### config.mk
export PLATFORM = sky130hd
export DESIGN_NAME = nibble_serial_accumulator
export DESIGN_NICKNAME = d
export VERILOG_FILES = /design/src/rtl/adder2.sv /design/src/rtl/nibble_serial_accumulator.sv
export SDC_FILE = /design/constraint.sdc
export NUM_CORES = 1
export LEC_CHECK = 0
export CELL_PAD_IN_SITES_DETAIL_PLACEMENT = 0
export CELL_PAD_IN_SITES_GLOBAL_PLACEMENT = 1
export CORE_ASPECT_RATIO = 0.9
export CORE_MARGIN = 1.5
export CORE_UTILIZATION = 41
export DETAILED_ROUTE_END_ITERATION = 16
export PLACE_DENSITY_LB_ADDON = 0.1
export REMOVE_ABC_BUFFERS = 1
export SLEW_MARGIN = 40
export SYNTH_ARGS = -nofsm -noshare
export SYNTH_HDL_FRONTEND = slang
export SYNTH_SLANG_ARGS = --single-unit
### constraint.sdc
create_clock -name clk -period 2.6 [get_ports clk]
set_input_delay 0.52 -clock clk [delete_from_list [all_inputs] [get_ports clk]]
set_output_delay 0.52 -clock clk [all_outputs]
set_load 0.05 [all_outputs]
### src/rtl/adder2.sv
// 4-bit carry-lookahead adder slice. Exposes the propagate vector so callers can
// recover the carry into any bit as p ^ s.
module adder2 (
    input  logic [3:0] a_i,
    input  logic [3:0] b_i,
    input  logic       cin_i,
    output logic [3:0] s_o,
    output logic [3:0] p_o,
    output logic       cout_o
);

    logic [3:0] g;
    logic [3:0] p;
    logic [4:0] c;

    // Generate/propagate terms and flattened lookahead carries
    always_comb begin
        g    = a_i & b_i;
        p    = a_i ^ b_i;
        c[0] = cin_i;
        c[1] = g[0] | (p[0] & cin_i);
        c[2] = g[1] | (p[1] & g[0]) | (p[1] & p[0] & cin_i);
        c[3] = g[2] | (p[2] & g[1]) | (p[2] & p[1] & g[0]) | (p[2] & p[1] & p[0] & cin_i);
        c[4] = g[3] | (p[3] & g[2]) | (p[3] & p[2] & g[1]) | (p[3] & p[2] & p[1] & g[0])
             | (p[3] & p[2] & p[1] & p[0] & cin_i);
        s_o    = p ^ c[3:0];
        p_o    = p;
        cout_o = c[4];
    end

endmodule

### src/rtl/nibble_serial_accumulator.sv
// Serial multi-word adder: adds WIDTH-bit operands one nibble per cycle, LSB first,
// through a single 4-bit CLA slice with the carry chained through a flop.
module nibble_serial_accumulator #(
    parameter int unsigned WIDTH = 16
) (
    input  logic             clk,
    input  logic             rst_n,
    input  logic             in_valid_i,
    output logic             in_ready_o,
    input  logic [WIDTH-1:0] a_i,
    input  logic [WIDTH-1:0] b_i,
    input  logic             cin_i,
    output logic             out_valid_o,
    input  logic             out_ready_i,
    output logic [WIDTH-1:0] sum_o,
    output logic             cout_o,
    output logic             ovf_o
);

    localparam int unsigned NIB  = WIDTH / 4;
    localparam int unsigned IdxW = (NIB > 1) ? $clog2(NIB) : 1;
    localparam logic [IdxW-1:0] LastIdx = IdxW'(NIB - 1);

    if ((WIDTH % 4) != 0 || WIDTH < 4) begin : g_bad_width
        $error("nibble_serial_accumulator: WIDTH must be a multiple of 4 and >= 4");
    end

    typedef enum logic [1:0] {StIdle, StAdd, StDone} state_e;

    state_e                    state_q, state_d;
    logic   [IdxW-1:0]         idx_q, idx_d;
    logic                      carry_q, carry_d;
    logic   [NIB-1:0][3:0]     a_q, b_q;
    logic   [NIB-1:0][3:0]     sum_q, sum_d;
    logic                      cout_q, cout_d;
    logic                      ovf_q, ovf_d;
    logic                      load_ops;

    logic   [3:0]              nib_s;
    logic   [3:0]              nib_p;
    logic                      nib_c;

    adder2 u_adder2 (
        .a_i    (a_q[idx_q]),
        .b_i    (b_q[idx_q]),
        .cin_i  (carry_q),
        .s_o    (nib_s),
        .p_o    (nib_p),
        .cout_o (nib_c)
    );

    // Next-state: accept in idle, one nibble per cycle in add, hold result in done
    always_comb begin
        state_d  = state_q;
        idx_d    = idx_q;
        carry_d  = carry_q;
        sum_d    = sum_q;
        cout_d   = cout_q;
        ovf_d    = ovf_q;
        load_ops = 1'b0;
        unique case (state_q)
            StIdle: begin
                if (in_valid_i) begin
                    load_ops = 1'b1;
                    carry_d  = cin_i;
                    idx_d    = '0;
                    state_d  = StAdd;
                end
            end
            StAdd: begin
                sum_d[idx_q] = nib_s;
                carry_d      = nib_c;
                idx_d        = idx_q + IdxW'(1);
                if (idx_q == LastIdx) begin
                    cout_d  = nib_c;
                    // Carry into the MSB is p[3] ^ s[3] of the top nibble
                    ovf_d   = nib_p[3] ^ nib_s[3] ^ nib_c;
                    idx_d   = '0;
                    state_d = StDone;
                end
            end
            StDone: begin
                if (out_ready_i) begin
                    state_d = StIdle;
                end
            end
            default: state_d = StIdle;
        endcase
    end

    // Control and result state
    always_ff @(posedge clk or negedge rst_n) begin
        if (!rst_n) begin
            state_q <= StIdle;
            idx_q   <= '0;
            carry_q <= 1'b0;
            sum_q   <= '0;
            cout_q  <= 1'b0;
            ovf_q   <= 1'b0;
        end else begin
            state_q <= state_d;
            idx_q   <= idx_d;
            carry_q <= carry_d;
            sum_q   <= sum_d;
            cout_q  <= cout_d;
            ovf_q   <= ovf_d;
        end
    end

    // Operand capture on the input handshake only
    always_ff @(posedge clk or negedge rst_n) begin
        if (!rst_n) begin
            a_q <= '0;
            b_q <= '0;
        end else if (load_ops) begin
            a_q <= a_i;
            b_q <= b_i;
        end
    end

    // Handshake flags decode straight from the registered state
    always_comb begin
        in_ready_o  = (state_q == StIdle);
        out_valid_o = (state_q == StDone);
        sum_o       = sum_q;
        cout_o      = cout_q;
        ovf_o       = ovf_q;
    end

endmodule

# ---- Yosys cells after proc, flatten, opt, wreduce, memory -nomap -nowiden
# Index checks and enable logic that the tools add are counted.
dict set report word_totals {
  output_inout_bits 20
  inputBits 37
  reg_bits 55
}
dict set report op_classes {
  n_mux 18
  n_lt_le_gt_ge 2
  bitwise_logic 31
  n_reduce_logical 6
  add_sub_neg 1
  eq_ne 6
}
# operator count
set op_table {}
lappend op_table {{$and A1 B1 Y1} 16}
lappend op_table {{$bmux W4 S2} 2}
lappend op_table {{$bwmux W16} 1}
lappend op_table {{$mux W4} 3}
lappend op_table {{$mux W2} 5}
lappend op_table {{$or A1 B1 Y1} 10}
lappend op_table {{$demux W4 S2} 1}
lappend op_table {{$xor A4 B4 Y4} 2}
lappend op_table {{$pmux W2 S3} 1}
lappend op_table {{$and A4 B4 Y4} 1}
lappend op_table {{$eq A2 B2 Y1 const B} 2}
lappend op_table {{$ne A2 B2 Y1 const B} 2}
lappend op_table {{$pmux W2 S2} 1}
lappend op_table {{$reduce_and A2 Y1} 2}
lappend op_table {{$lt A2 B3 Y1 const B} 1}
lappend op_table {{$mux W1} 3}
lappend op_table {{$reduce_and A3 Y1} 1}
lappend op_table {{$add A2 B1 Y2 const B} 1}
lappend op_table {{$eq A2 B1 Y1 const B} 1}
lappend op_table {{$ge A2 B1 Y1 const B} 1}
lappend op_table {{$logic_not A2 Y1} 1}
lappend op_table {{$ne A2 B1 Y1 const B} 1}
lappend op_table {{$pmux W1 S2} 1}
lappend op_table {{$reduce_bool A2 Y1} 1}
lappend op_table {{other kinds (2)} 3}

# ---- Logic depth before layout (Yosys ltp)
# Gate-level depths: netlist (run 1).
dict set report depth {
  word_depth 10
  ltp_mapped 7
}

# ---- By module
# A second synthesis (run 1) with hierarchy kept.
dict set report unflattened {
  cells_unflattened 174
  hier_area_um2 2708.8
}
# module n_inst cells_each seq_area_each_um2 area_per_inst_um2
set by_module_without_submodules {}
lappend by_module_without_submodules {nibble_serial_accumulator 1 150 1376.3 2514.9}
lappend by_module_without_submodules {adder2 1 24 0.0 193.9}

# ---- Worst setup path after synthesis (run 1)
# No wires, ideal clock.
dict set report synth_path {
  path_type {flip-flop to flip-flop}
  from {reg idx_q[0]}
  to {reg sum_q, in the netlist sum_o[10]}
  setup_time_ps 95
  required_time_ps 2505
  synth_period_minus_slack_ps 2305
  stages_incl_launch_ff 7
  path_slack_ps 295
  t_arrival_ps 2210
  n_path_buf 1
  path_cell_list {dfrtp_1 -> buf_2 -> mux4_2 -> ha_1 -> a211oi_4 -> nor2_1 -> o31ai_1}
}
dict set report synth_between {
  elab_chain_cells 8
}
# item line
set synth_rtl {}
lappend synth_rtl {{start: declaration} nibble_serial_accumulator.sv:31} ;# logic [IdxW-1:0] idx_q, idx_d;
lappend synth_rtl {{start signal: assignment} nibble_serial_accumulator.sv:102} ;# idx_q <= idx_d;
lappend synth_rtl {{$bmux W4 S2 (on tied branches)} {nibble_serial_accumulator.sv:44, nibble_serial_accumulator.sv:45}}
lappend synth_rtl {{$mux W4 (on tied branches)} {nibble_serial_accumulator.sv:44, nibble_serial_accumulator.sv:45}}
lappend synth_rtl {{$xor A4 B4 Y4 / $and A4 B4 Y4 (equally long branches)} {adder2.sv:19, adder2.sv:18}}
lappend synth_rtl {{$and A1 B1 Y1} adder2.sv:22} ;# c[2] = g[1] | (p[1] & g[0]) | (p[1] & p[0] & cin_i);
lappend synth_rtl {{$or A1 B1 Y1 / $and A1 B1 Y1 (equally long branches)} adder2.sv:22}
lappend synth_rtl {{$or A1 B1 Y1} adder2.sv:22}
lappend synth_rtl {{$xor A4 B4 Y4} adder2.sv:26} ;# s_o = p ^ c[3:0];
lappend synth_rtl {{$bwmux W16 (*)} nibble_serial_accumulator.sv:71} ;# sum_d[idx_q] = nib_s;
lappend synth_rtl {{end signal: assignment} nibble_serial_accumulator.sv:104} ;# sum_q <= sum_d;
lappend synth_rtl {{end: declaration} nibble_serial_accumulator.sv:34} ;# logic [NIB-1:0][3:0] sum_q, sum_d;
# Mark *: on every way between the ends. The rest lies on a longest branch, timed or not. The select of a mux whose other input is x is not followed.
# A chain may end at the register's enable or synchronous reset.

# ---- Worst setup path in the final report (run 1)
dict set report layout_path {
  from {reg idx_q[0]}
  to {reg sum_q, in the netlist sum_o[14]}
}
# The elaborated chain is that of the path after synthesis.

==> impl_metrics.xml, run 1 <==
<?xml version="1.0" encoding="UTF-8"?>
<metrics>
  <group name="outcome">
    <metric name="outcome" unit="">completed</metric>
  </group>
  <group name="finish">
    <metric name="layout-drive-gt1-share" unit="">0.106</metric>
    <metric name="final_standard_cell_utilization_of_the_core" unit="">0.558</metric>
    <metric name="syn_to_final_growth" unit="%">28.5</metric>
    <metric name="seqCellArea" unit="mm²">0.00138</metric>
    <metric name="layout.nets" unit="">309</metric>
    <metric name="fillers" unit="">532</metric>
    <metric name="multi_input_area" unit="mm²">0.00125</metric>
    <metric name="num_antenna_cells" unit="">0</metric>
    <metric name="instances_no_fill" unit="">351</metric>
  </group>
  <group name="die">
    <metric name="start_util" unit="">0.434</metric>
    <metric name="core_region_area" unit="mm²">0.00625</metric>
    <metric name="floorplan.io_pins" unit="">57</metric>
    <metric name="die_w" unit="µm">88.7</metric>
    <metric name="fp.dieH" unit="µm">80.1</metric>
    <metric name="design.die.area" unit="mm²">0.00711</metric>
    <metric name="fp-row-count" unit="">27</metric>
  </group>
  <group name="sta">
    <metric name="drv_slew" unit="">0</metric>
    <metric name="worst_slew_pin_slew" unit="ns">0.514</metric>
    <metric name="timing.slew.headroom" unit="">0.658</metric>
    <metric name="rsz0062_at_grt" unit="">false</metric>
    <metric name="finalCritPeriodShare" unit="">0.933</metric>
    <metric name="finalWorstPathRequiredPeriod" unit="ns">2.43</metric>
    <metric name="clock-skew-final" unit="ns">0.00413</metric>
    <metric name="finalSetupViolCount" unit="">0</metric>
    <metric name="fin_ws" unit="ns">0.174</metric>
    <metric name="worst_hold_slack" unit="ns">0.170</metric>
    <metric name="timing.final.hold_violations" unit="">0</metric>
    <metric name="fmaxAchievable" unit="MHz">412</metric>
  </group>
  <group name="synth">
    <metric name="synth.top_cells.by_area" unit="">sky130_fd_sc_hd__dfrtp_1 51%, sky130_fd_sc_hd__mux2_1 13%, sky130_fd_sc_hd__mux4_2 6.6%</metric>
    <metric name="postSynthAreaPerCell" unit="µm²">13.3</metric>
    <metric name="synth_edf_count" unit="">0</metric>
    <metric name="synthDominantCellAreaShare" unit="">0.508</metric>
    <metric name="post_synth_inst_count" unit="">204</metric>
    <metric name="synthDominantAreaCellType" unit="">sky130_fd_sc_hd__dfrtp_1</metric>
    <metric name="ys_types" unit="">37</metric>
    <metric name="synth_most_common_cell" unit="">sky130_fd_sc_hd__dfrtp_1</metric>
    <metric name="synth-main-ff-cell" unit="">sky130_fd_sc_hd__dfrtp_1</metric>
    <metric name="ys_ff_latch" unit="">55</metric>
    <metric name="ys_top_cells_by_count" unit="">55 x sky130_fd_sc_hd__dfrtp_1, 32 x sky130_fd_sc_hd__mux2_1, 14 x sky130_fd_sc_hd__nand2_1, 10 x sky130_fd_sc_hd__o21ai_1</metric>
    <metric name="ys_warn_count" unit="">0</metric>
    <metric name="synthArstFlopShare" unit="">1.00</metric>
    <metric name="synth.yosys.seq_area_share" unit="">0.508</metric>
    <metric name="post_synth_instance_area" unit="mm²">0.00271</metric>
  </group>
  <group name="global_routing">
    <metric name="grt_antenna_before_repair" unit="">0</metric>
    <metric name="grt_usage" unit="">0.154</metric>
    <metric name="grt_pass1_vias" unit="">1745</metric>
    <metric name="grt_pass1_wl" unit="µm">8270</metric>
    <metric name="grt_overflow_total" unit="">0</metric>
    <metric name="grt_start_max_net_pins" unit="">33</metric>
  </group>
  <group name="route">
    <metric name="routed-via-count" unit="">1772</metric>
    <metric name="drc" unit="">0</metric>
    <metric name="number_of_detailed_routing_iterations_run_before_antenna_repair" unit="">4</metric>
    <metric name="route.detailed.vias_per_inst" unit="">5.05</metric>
    <metric name="ant_nets" unit="">0</metric>
    <metric name="drt-wirelength-per-cell" unit="µm">14.4</metric>
    <metric name="detailedRoute.firstIterationViolations" unit="">57</metric>
    <metric name="wirelength" unit="µm">5050</metric>
  </group>
  <group name="placement">
    <metric name="detailedPlacementHpwl" unit="µm">3810</metric>
    <metric name="port-buffer-count" unit="">56</metric>
    <metric name="placed_cells" unit="">343</metric>
    <metric name="gp_congestion" unit="">0.690</metric>
    <metric name="pre_cts_slack" unit="ns">0.151</metric>
  </group>
  <group name="worst_setup_path">
    <metric name="regToRegStartpoint" unit="">idx_q[0]$_DFFE_PN0P_</metric>
    <metric name="timing.critical_path.arrival" unit="ns">2.64</metric>
    <metric name="critical_path.startpoint_type" unit="">register</metric>
    <metric name="criticalPathCategory" unit="">register to register</metric>
    <metric name="regToRegSetupSlack" unit="ns">0.17</metric>
    <metric name="worstPathMaxFanout" unit="">10</metric>
    <metric name="critical-path-max-stage-delay" unit="ns">0.52</metric>
    <metric name="critical_path.n_buffers_inverters" unit="">1</metric>
    <metric name="critPathRequiredTime" unit="ns">2.82</metric>
    <metric name="worst_setup_path_end_kind" unit="">register</metric>
    <metric name="r2r_worst_path_depth" unit="">6</metric>
    <metric name="critical_path.slowest_cell" unit="">sky130_fd_sc_hd__mux4_2</metric>
    <metric name="critical_path.cell_chain" unit="">buf_4 &gt; mux4_2 &gt; ha_1 &gt; a211oi_4 &gt; nor2_1 &gt; o31ai_1</metric>
    <metric name="r2r_end" unit="">sum_o[14]$_DFFE_PN0P_</metric>
    <metric name="path_delay_family" unit="">compound AO/OA/AOI/OAI gates</metric>
  </group>
  <group name="job">
    <metric name="drv_cap" unit="">0</metric>
  </group>
  <group name="clock_tree">
    <metric name="htree_num_levels" unit="">2</metric>
    <metric name="cts_tree" unit="">built</metric>
    <metric name="cts-buffers-inserted" unit="">5</metric>
    <metric name="root_driver" unit="">sky130_fd_sc_hd__clkbuf_8</metric>
    <metric name="max-clock-path-buffers" unit="">2</metric>
    <metric name="insertion_delay_of_the_later_clocked_pin_in_the_worst_skew_pair" unit="ns">0.31</metric>
    <metric name="cts.sinks" unit="">55</metric>
    <metric name="clk_transition_reported_paths" unit="ns">0.09</metric>
  </group>
  <group name="hold_path">
    <metric name="worst_hold_path_type" unit="">input pin to async pin</metric>
  </group>
</metrics>
[flip-flops by register name (all words and copies together), names as in the netlist]
name / count
a_q: 16
b_q: 16
carry_q: 1
cout_o: 1
idx_q: 2
ovf_o: 1
state_q: 2
sum_o: 16
[per-stage QoR]
| step | TNS (ns) | cell area (µm²) |
|---|---|---|
| 2_1_floorplan | -4.31 | 2650 |
| 3_3_place_gp | 0 | 3380 |
| 3_5_place_dp | 0 | 3380 |
| 4_1_cts | 0 | 3480 |
| 5_1_grt | 0 | 3480 |
| 6_report | 0 | 3480 |
[layout by cell type (no fill, tap or decap), drive strengths merged]
cell	n
nand3	5
nand3b	4
and3b	1
o2111ai	4
dfrtp	55
o31ai	4
nand2	14
buf	7
o22ai	1
xor2	1
mux2i	7
and2	2
fa	1
nand4	1
clkdlybuf4s50	55
clkinv	1
a211o	1
nor2	5
nor3b	1
mux4	8
o21ai	11
nor2b	3
o21a	1
nand2b	2
a211oi	1
inv	8
o21bai	1
or4	4
a21oi	3
o211ai	1
or3b	1
or2	1
ha	8
a22o	2
mux2	32
clkbuf	7
[cell families after synthesis]
family	after synthesis	share of synthesized area
muxes	47	0.225
AOI/OAI and AO/OA	30	0.0789
adders and majority gates	9	0.0443
xor gates and xnor gates	1	0.00323
and+or+nand+nor	44	0.106
DFF	55	0.508
buffers and inverters	18	0.0346
[timing repair]
| item | CTS | global route |
|---|---|---|
| hold buffers | 0 | 0 |
| endpoints found under the setup margin | 0 | 2 |
| resized for setup | 0 | 1 |
| setup buffers | 0 | 0 |
[how the worst max path moves through the flow]
stage | start | slack (ns) | cells past startpoint | to
detailed placement | idx_q[0]$_DFFE_PN0P_ | 0.15 | 6 | sum_o[14]$_DFFE_PN0P_
global route | idx_q[0]$_DFFE_PN0P_ | 0.02 | 6 | sum_o[14]$_DFFE_PN0P_
global placement | idx_q[0]$_DFFE_PN0P_ | 0.24 | 6 | sum_o[6]$_DFFE_PN0P_
floorplan | state_q[0]$_DFFE_PN0P_ | -0.13 | 3 | a_q[0]$_DFFE_PN0P_
CTS | idx_q[0]$_DFFE_PN0P_ | 0.13 | 6 | sum_o[14]$_DFFE_PN0P_
finish | idx_q[0]$_DFFE_PN0P_ | 0.17 | 6 | sum_o[14]$_DFFE_PN0P_
[metal layers]
metal,global-route usage,part of all wire,wire length [µm]
met5,0,0,0
met4,0.0516,0.013,65
met3,0.0339,0.037,189
met2,0.246,0.46,2310
met1,0.206,0.49,2480
[area by class of cell]
type                       count  area share
sequential                    55       0.395
multi-input combinational    131       0.358
timing repair buffer          62       0.180
tap                           87      0.0312
clock buffer                   7      0.0248
inverter                       8     0.00862
clock inverter                 1     0.00251
Power of run 1 is left out: the tool's default activity adds up to more than one toggle a clock period on the data nets, which glitch-free logic cannot reach.
==> run 2: changes to the inputs <==
ABC_AREA = 0   (was not set)
==> results of run 2 <==
Final layout, timing and power as in run 1 (identical DEF).
Power of run 2 is left out for the same reason.
